$ cat src/rtl/control_sequencer.sv
// rtl/control_sequencer.sv - hardwired T0..T6 fetch/execute sequencer for the single-bus datapath
// Optional CTRL_SINGLE_STEP_EN adds a Step input: every instruction boundary parks in IDLE until a Step rising edge.
module control_sequencer #(
  parameter int OP_MSB = 31,
  parameter int OP_W   = 5
) (
  input  logic        Clock,
  input  logic        Clear,
  input  logic [31:0] IR,
  input  logic        MemReady,
  input  logic        Stop,
`ifdef CTRL_SINGLE_STEP_EN
  input  logic        Step,
`endif
  output logic        PCout,
  output logic        Zhiout,
  output logic        Zlowout,
  output logic        MDRout,
  output logic        Rout,
  output logic        MARin,
  output logic        Zin,
  output logic        PCin,
  output logic        MDRin,
  output logic        IRin,
  output logic        Yin,
  output logic        HIin,
  output logic        LOin,
  output logic        Rin,
  output logic        Gra,
  output logic        Grb,
  output logic        Grc,
  output logic        IncPC,
  output logic        Read,
  output logic        ADD,
  output logic        SUB,
  output logic        AND,
  output logic        OR,
  output logic        SHR,
  output logic        SHL,
  output logic        ROR,
  output logic        ROL,
  output logic        MUL,
  output logic        DIV,
  output logic        NEG,
  output logic        NOT,
  output logic        Run,
  output logic        Illegal
);

  typedef enum logic [3:0] {
    RESET_ST, IDLE, T0, T1, T2, T3, T4, T5, T6, HALT
  } state_t;

  localparam logic [OP_W-1:0] OPC_ADD  = OP_W'(5'b00011);
  localparam logic [OP_W-1:0] OPC_SUB  = OP_W'(5'b00100);
  localparam logic [OP_W-1:0] OPC_AND  = OP_W'(5'b00101);
  localparam logic [OP_W-1:0] OPC_OR   = OP_W'(5'b00110);
  localparam logic [OP_W-1:0] OPC_ROR  = OP_W'(5'b00111);
  localparam logic [OP_W-1:0] OPC_ROL  = OP_W'(5'b01000);
  localparam logic [OP_W-1:0] OPC_SHR  = OP_W'(5'b01001);
  localparam logic [OP_W-1:0] OPC_SHL  = OP_W'(5'b01010);
  localparam logic [OP_W-1:0] OPC_MUL  = OP_W'(5'b01111);
  localparam logic [OP_W-1:0] OPC_DIV  = OP_W'(5'b10000);
  localparam logic [OP_W-1:0] OPC_NEG  = OP_W'(5'b10001);
  localparam logic [OP_W-1:0] OPC_NOT  = OP_W'(5'b10010);
  localparam logic [OP_W-1:0] OPC_NOP  = OP_W'(5'b11010);
  localparam logic [OP_W-1:0] OPC_HALT = OP_W'(5'b11011);

  state_t          state, nxt;
  logic [OP_W-1:0] opcode, op_q, cur_op;
  logic            illegal_q;
  logic            c_alu3, c_md, c_un, c_nop, c_halt, op_ill;
  logic            alu_en;
  state_t          bnd;

`ifdef CTRL_SINGLE_STEP_EN
  logic step_q;
  logic unused_in;
  assign unused_in = ^{IR, Stop};
`else
  logic unused_in;
  assign unused_in = ^IR;
`endif

  assign opcode = IR[OP_MSB -: OP_W];
  // IR is decoded live in T3; later steps use the opcode captured at the end of T3
  assign cur_op = (state == T3) ? opcode : op_q;

  assign c_alu3 = cur_op inside {OPC_ADD, OPC_SUB, OPC_AND, OPC_OR,
                                 OPC_ROR, OPC_ROL, OPC_SHR, OPC_SHL};
  assign c_md   = cur_op inside {OPC_MUL, OPC_DIV};
  assign c_un   = cur_op inside {OPC_NEG, OPC_NOT};
  assign c_nop  = (cur_op == OPC_NOP);
  assign c_halt = (cur_op == OPC_HALT);
  assign op_ill = !(c_alu3 || c_md || c_un || c_nop || c_halt);

  always_ff @(posedge Clock or posedge Clear) begin
    if (Clear) begin
      state     <= RESET_ST;
      op_q      <= '0;
      illegal_q <= 1'b0;
`ifdef CTRL_SINGLE_STEP_EN
      step_q    <= 1'b0;
`endif
    end else begin
      state <= nxt;
      if (state == T3) begin
        op_q <= opcode;
        if (op_ill) illegal_q <= 1'b1;
      end
`ifdef CTRL_SINGLE_STEP_EN
      step_q <= Step;
`endif
    end
  end

  always_comb begin
    nxt = state;
`ifdef CTRL_SINGLE_STEP_EN
    bnd = IDLE;
`else
    bnd = Stop ? IDLE : T0;
`endif
    case (state)
      RESET_ST: nxt = T0;
`ifdef CTRL_SINGLE_STEP_EN
      IDLE:     if (Step && !step_q) nxt = T0;
`else
      IDLE:     if (!Stop) nxt = T0;
`endif
      T0:       nxt = T1;
      T1:       if (MemReady) nxt = T2;
      T2:       nxt = T3;
      T3: begin
        if (c_alu3 || c_md || c_un) nxt = T4;
        else if (c_nop)             nxt = bnd;
        else                        nxt = HALT;
      end
      T4:       nxt = c_un ? bnd : T5;
      T5:       nxt = c_md ? T6 : bnd;
      T6:       nxt = bnd;
      HALT:     nxt = HALT;
      default:  nxt = RESET_ST;
    endcase
  end

  always_comb begin
    {PCout, Zhiout, Zlowout, MDRout, Rout} = '0;
    {MARin, Zin, PCin, MDRin, IRin, Yin, HIin, LOin, Rin} = '0;
    {Gra, Grb, Grc, IncPC, Read} = '0;
    case (state)
      T0: begin PCout = 1'b1; MARin = 1'b1; IncPC = 1'b1; end
      T1: begin Read = 1'b1; MDRin = 1'b1; end
      T2: begin MDRout = 1'b1; IRin = 1'b1; end
      T3: begin
        if (c_alu3)    begin Grb = 1'b1; Rout = 1'b1; Yin = 1'b1; end
        else if (c_md) begin Gra = 1'b1; Rout = 1'b1; Yin = 1'b1; end
        else if (c_un) begin Grb = 1'b1; Rout = 1'b1; Zin = 1'b1; end
      end
      T4: begin
        if (c_un) begin
          Zlowout = 1'b1; Gra = 1'b1; Rin = 1'b1;
        end else if (c_alu3 || c_md) begin
          Rout = 1'b1; Zin = 1'b1; Grc = c_alu3; Grb = c_md;
        end
      end
      T5: begin
        if (c_alu3)    begin Zlowout = 1'b1; Gra = 1'b1; Rin = 1'b1; end
        else if (c_md) begin Zlowout = 1'b1; LOin = 1'b1; end
      end
      T6: begin Zhiout = 1'b1; HIin = 1'b1; end
      default: ;
    endcase
  end

  assign alu_en = ((state == T3) && c_un) || ((state == T4) && (c_alu3 || c_md));
  assign ADD = alu_en && (cur_op == OPC_ADD);
  assign SUB = alu_en && (cur_op == OPC_SUB);
  assign AND = alu_en && (cur_op == OPC_AND);
  assign OR  = alu_en && (cur_op == OPC_OR);
  assign SHR = alu_en && (cur_op == OPC_SHR);
  assign SHL = alu_en && (cur_op == OPC_SHL);
  assign ROR = alu_en && (cur_op == OPC_ROR);
  assign ROL = alu_en && (cur_op == OPC_ROL);
  assign MUL = alu_en && (cur_op == OPC_MUL);
  assign DIV = alu_en && (cur_op == OPC_DIV);
  assign NEG = alu_en && (cur_op == OPC_NEG);
  assign NOT = alu_en && (cur_op == OPC_NOT);

  assign Run     = !(state inside {RESET_ST, IDLE, HALT});
  assign Illegal = illegal_q;

endmodule
$ cat config.mk
export PLATFORM = sky130hd
export DESIGN_NAME = control_sequencer
export DESIGN_NICKNAME = d
export VERILOG_FILES = /design/src/rtl/control_sequencer.sv
export SDC_FILE = /design/constraint.sdc
export NUM_CORES = 1
export LEC_CHECK = 0
export BUFFER_PORTS_ARGS = -buffer_cell sky130_fd_sc_hd__buf_2
export CORE_ASPECT_RATIO = 1.75
export CORE_UTILIZATION = 50
export CTS_CLUSTER_DIAMETER = 40
export DETAILED_ROUTE_END_ITERATION = 6
export PLACE_DENSITY = 0.89
export SLEW_MARGIN = 0
export SYNTH_ARGS = -nofsm -noshare
export SYNTH_HDL_FRONTEND = slang
export SYNTH_SLANG_ARGS = --single-unit
$ cat constraint.sdc
create_clock -name Clock -period 7.2 [get_ports Clock]
set_clock_uncertainty 0.05 [all_clocks]
set_input_delay 1.8 -clock Clock [delete_from_list [all_inputs] [get_ports Clock]]
set_output_delay 1.8 -clock Clock [all_outputs]
set_load 0.005 [all_outputs]
-- Word-level counts from Yosys, hierarchy flattened
Index checks and enable logic that the tools add are counted.
- input bits: 36
- output and inout bits: 33
- bits in registers: 10
- word-level logic and storage cells: 94
- bitwise gates (word level): 1
- mux-type cells: 38
- eq/ne operators: 25
- reductions and logical operators: 27
- operators by type and width (cell ; number):
    $pmux W4 S10 ; 1
    $eq A5 B5 Y1 const B ; 5
    $mux W1 ; 23
    $eq A5 B3 Y1 const B ; 4
    $eq A5 B4 Y1 const B ; 4
    $mux W4 ; 5
    $eq A4 B3 Y1 const B ; 4
    $logic_and A1 B1 Y1 ; 14
    $pmux W1 S2 ; 5
    $eq A4 B2 Y1 const B ; 2
    $eq A4 B4 Y1 const B ; 2
    $reduce_bool A8 Y1 ; 1
    $eq A5 B2 Y1 const B ; 1
    $logic_or A1 B1 Y1 ; 5
    $mux W5 ; 1
    $eq A4 B1 Y1 const B ; 1
    $logic_not A4 Y1 ; 1
    $ne A2 B2 Y1 const B ; 2
    $reduce_and A2 Y1 ; 2
    $reduce_bool A2 Y1 ; 2
    $mux W3 ; 1
    $pmux W1 S3 ; 1
    $reduce_bool A3 Y1 ; 1
    $mux W2 ; 1
    other kinds (2) ; 2

-- Depth between registers and ports, before layout
- depth in word-level cells: 10
- mapped depth: 8

-- Worst setup path before layout
OpenSTA, ideal clock, no wires.
- kind: input -> output
- start: input port IR[30]
- end: output port ROR
- cell stages on the path: 7
- arrival time: 3.312 ns
- path slack: 2.038 ns
- data required time: 5.350 ns
- cell sequence: clkbuf_1 mux2i_4 inv_2 or3_1 or3b_1 buf_2 a211oi_2
- longest elaborated chain between the ends: 7
- elaborated cells between the ends (all ways): 21
- classes of those cells: eq/ne: 12; mux: 1; reduce/logical: 8
- ends and longest elaborated chain (element ; RTL line ; RTL):
    from (decl) ; 9 ; input logic [31:0] IR,
    $mux W5 (*) ; n/a ;
    via cur_op[3] ; 70 ; logic [OP_W-1:0] opcode, op_q, cur_op;
    $eq A5 B2 Y1, or another cell as far along ; 89 ; assign c_alu3 = cur_op inside {OPC_ADD, OPC_SUB, OPC_AND, OPC_OR,
    $reduce_bool A8 Y1 or $reduce_bool A2 Y1 (tied branches) ; 89, 91 ;
    $logic_or A1 B1 Y1 ; 176 ; assign alu_en = ((state == T3) && c_un) || ((state == T4) && (c_alu3 || c_md));
    $logic_and A1 B1 Y1 ; 176 ;
    $logic_or A1 B1 Y1 ; 176 ;
    $logic_and A1 B1 Y1 (*) ; 183 ; assign ROR = alu_en && (cur_op == OPC_ROR);
    to (decl) ; 40 ; output logic ROR,
The timed path passes the listed nets; every way through them passes the cells marked *.

-- Worst setup path after layout
- start: input port IR[30]
- end: output port ROR
- longest elaborated chain between the ends: 7
- elaborated cells between the ends (all ways): 21
- classes of those cells: eq/ne: 12; mux: 1; reduce/logical: 8
- ends and longest elaborated chain (element ; RTL line):
    $mux W5 (*) ; n/a
    $eq A5 B2 Y1, or another cell as far along ; 89
    $reduce_bool A8 Y1 or $reduce_bool A2 Y1 (tied branches) ; 89, 91
    $logic_or A1 B1 Y1 ; 176
    $logic_and A1 B1 Y1 ; 176
    $logic_or A1 B1 Y1 ; 176
    $logic_and A1 B1 Y1 (*) ; 183
Every way passes the cells marked *; elsewhere a longest branch is shown, timed or not.

==> results.rst <==
.. list-table::
   :header-rows: 1

   * - Metric
     - Value
   * - Top Ports
     - around 70
   * - Maximum number of pins on one net before global-route repair
     - 25
   * - Number of nets in the synthesized netlist
     - around 250
   * - Total Die Area
     - approximately 0.0030 mm2
   * - GRT busiest layer
     - met2
   * - Detailed placement HPWL
     - ~2.9 mm
   * - Sinks on the clock net
     - 10
   * - Via count of the first global-routing pass
     - about 1400
   * - Most frequently used flop master after synthesis
     - dfrtp_1
   * - Initial cell density of the core
     - 54.2%
   * - Count of maximum capacitance violations
     - 0
   * - Number of antenna violations at the first check in global routing
     - 0
   * - Avg WL per Cell
     - 15.6 um
   * - Gp weighted congestion
     - 0.914
   * - Max H-tree Level
     - 1
   * - Top area cells in the synthesized netlist
     - dfrtp_1 18%, a21oi_1 8.0%, nand2_1 7.6%
   * - Cell area after synthesis
     - around 0.0014 mm2
   * - Count of flip-flops with a built-in enable after synthesis
     - 0
   * - Proportion of synthesized flip-flops having asynchronous set or reset
     - 100%
   * - CTS Root Cell
     - clkbuf_8
   * - Number of CTS-inserted buffers
     - 3
   * - Final min period
     - roughly 5.4 ns
   * - Met2 Track Usage GR
     - between 40% and 50%
   * - Die Width
     - 41.8 um
   * - Startpoint class of the critical path
     - input pin
   * - Slowest stage cell, crit path
     - nor2b_1
   * - Area share of the leading cell type in the synthesized netlist
     - a little under a fifth
   * - Number of nets with antenna violations after detailed routing
     - 0
   * - Setup violation total in the final timing report
     - 0
   * - Final TNS setup
     - 0 ns
   * - Critical path buffers and inverters
     - 2
   * - Flops & latches, synth
     - 10
   * - Power density relative to cell area
     - around 360 mW/mm2
   * - Worst slew margin relative to its limit
     - between 50% and 60%
   * - Most common cell in the netlist
     - nand2_1
   * - Share of layout cells above drive strength 1
     - about 23%
   * - # fillers
     - roughly 250
   * - Fraction of the yosys area taken by sequential cells
     - between 10% and 20%
   * - Reg power frac
     - around 28%
   * - Pre-Repair DR Iteration Count
     - 5
   * - Unrepaired setup endpoints after global routing
     - false
   * - Latest clock arrival within the worst-skew pair
     - about 0.24 ns
   * - Number of rows in the core area
     - 24
   * - Global-route wire length before repair
     - around 6.5 mm
   * - Critical path cell sequence
     - buf_2 > nor2b_1 > a211oi_1 > o21bai_1 > a21oi_1 > a211oi_2 > buf_2
   * - Net switching power
     - 287 uW
   * - Die height
     - between 70 and 80 um
   * - Portion of total power attributed to combinational logic
     - 59.1%
   * - Total via count after detailed routing
     - around 1700
   * - Buffers added on ports
     - 40
   * - Final max-slew violation count
     - 0
   * - Power Internal
     - between 200 and 300 uW
   * - Number of remaining DRC errors
     - 0
   * - Number of buffers on the longest clock path
     - 2
   * - Switching share of total power
     - roughly 50%
   * - Synth cell types
     - slightly below 50
   * - Net count of the finished layout
     - between 200 and 300
   * - Final worst-path cycle share
     - between 70% and 80%
   * - Met1 layer usage reported by global route
     - a little under a third
   * - Top post-synthesis cells by count
     - 28 x nand2_1, 22 x a21oi_1, 18 x nor2_1
   * - Core Util, Final
     - between 60% and 70%
   * - Top achievable clock speed
     - around 190 MHz
   * - Starting DRT DRC Count
     - 73
   * - Antenna diode instance count
     - 0
   * - Clk pin slew, worst setup/hold paths
     - approximately 0.05 ns
   * - Post-CTS setup repair buffer count
     - 0
   * - Largest area contributor in the netlist
     - dfrtp_1
   * - Syn Area/Cell
     - 6.56 um2
   * - Area growth from synthesis to final layout
     - 13.6%
   * - Routing usage on met3
     - about 3%
   * - Nature of the critical path endpoint
     - output port
   * - Cts-stage hold buffer count
     - 0
   * - Number of instances resized during post-cts repair
     - 0
   * - Result of the run
     - finished clean
   * - Setup Crit Path Kind
     - in2out
   * - Leakage power
     - a little over 0.7 nW
   * - Critical path's top delay family
     - compound AO/OA/AOI/OAI gates
   * - Core Box Area
     - 0.00255 mm2
   * - Synthesis warning total
     - 0
   * - Required time worst endpoint
     - between 5 and 6 ns
   * - Slew of the pin with the lowest slew margin
     - between 0.6 and 0.7 ns
   * - DRT Wirelength
     - approximately 4.0 mm
   * - Worst EP arrival
     - approximately 3.5 ns
   * - Final number of hold-violating endpoints
     - 0
   * - IR Drop Worst-Case VDD
     - around 0.00026 V
   * - Sum of overflow across all layers after global routing
     - 0
   * - CTS tree
     - built
   * - Sum of internal, switching and leakage power
     - ~570 uW
   * - Relative contribution of the clock network to total power
     - 12.6%
   * - Most frequent CP cell
     - buf_2
   * - Number of standard cells after synthesis
     - 211
   * - Crit Path Max Fanout
     - 10
   * - Longest individual stage delay on the worst path
     - 0.45 ns
   * - Mean number of vias per cell
     - between 6 and 7
   * - Worst Hold Class
     - reg2reg
   * - Overall global routing resource usage
     - 27.1%
-- state kept, by name, summed over array words and instances (netlist names) --
name and flops:
state 4, Illegal 1, op_q 5
-- final cells by class --
type,count,area (um2),area share [%]
Sequential cell,10,250,15.9
Inverter,8,30.0,1.91
Timing Repair Buffer,41,208,13.2
Tap cell,26,32.5,2.07
Clock buffer,4,55.1,3.50
Multi-Input combinational cell,167,996,63.4
-- cell families (layout without fill, tap and decap cells) --
group | after synthesis | count (layout) | share of synthesized area, %
other | 1 | 1 | 0.271
XOR/XNOR | 4 | 4 | 2.53
flip-flops | 10 | 10 | 18.1
AO/OA/AOI/OAI | 64 | 64 | 29.8
buffers and inverters | 34 | 53 | 11.0
AND/OR/NAND/NOR | 96 | 96 | 35.9
multiplexers | 2 | 2 | 2.35
-- placed cells by master, fill, tap and decap left out, types with 4 or more instances in the layout --
| cell type | count |
|---|---|
| buf_2 | 40 |
| nand2_1 | 28 |
| a21oi_1 | 22 |
| nor2_1 | 18 |
| nor3_1 | 12 |
| dfrtp_1 | 10 |
| o21ai_0 | 10 |
| nand2b_1 | 9 |
| inv_1 | 7 |
| nor2b_1 | 6 |
| nor3b_1 | 6 |
| o21bai_1 | 4 |
| a31oi_1 | 4 |
| clkbuf_8 | 4 |
-- worst paths after layout --
path,start,end,slack [ns],depth (start not counted)
max in group asynchronous,Clear,state[1],5.37,2
min reg2reg,Illegal,Illegal,0.41,1
max reg2reg,state[0],state[0],4.58,7
min in group asynchronous,Clear,state[0],1.47,2
min,Illegal,Illegal,0.41,1
max,IR[30],ROR,1.83,7
-- per-stage QoR --
stage / worst slack [ns] / cell area, um2 / instances / hold WS [ns]
floorplan: 2.04 / 1380 / 211 / 0.401
global placement: 1.88 / 1520 / 252 / 0.385
detailed placement: 1.89 / 1520 / 252 / 0.392
CTS: 1.87 / 1570 / 256 / 0.409
global route: 1.67 / 1570 / 256 / 0.426
finish: 1.83 / 1570 / 256 / 0.405
-- worst reg2reg max path: cells and delay by family (launching register included) --
| kind | cells | cell delay, ns |
|---|---|---|
| mux | 1 | 0.35 |
| compound gates | 2 | 0.48 |
| buf+inv | 2 | 0.40 |
| simple gates | 2 | 0.49 |
| flops | 1 | 0.75 |
-- layer usage --
layer / wire [um] / vias to the layer above
li1: - / 781
met1: 1540 / 752
met2: 2040 / 100
met3: 241 / 19
met4: 180 / 0
met5: 0 / -
-- power by group through the flow --
stage | clock, mW | combinational, mW | sequential, mW
finish | 0.0712 | 0.334 | 0.160
CTS | 0.0721 | 0.330 | 0.156
floorplan | 0 | 0.305 | 0.0974
global route | 0.0752 | 0.367 | 0.167
detailed placement | 0 | 0.325 | 0.157
global placement | 0 | 0.317 | 0.156
No activity file was read; power rests on OpenSTA's default activity.
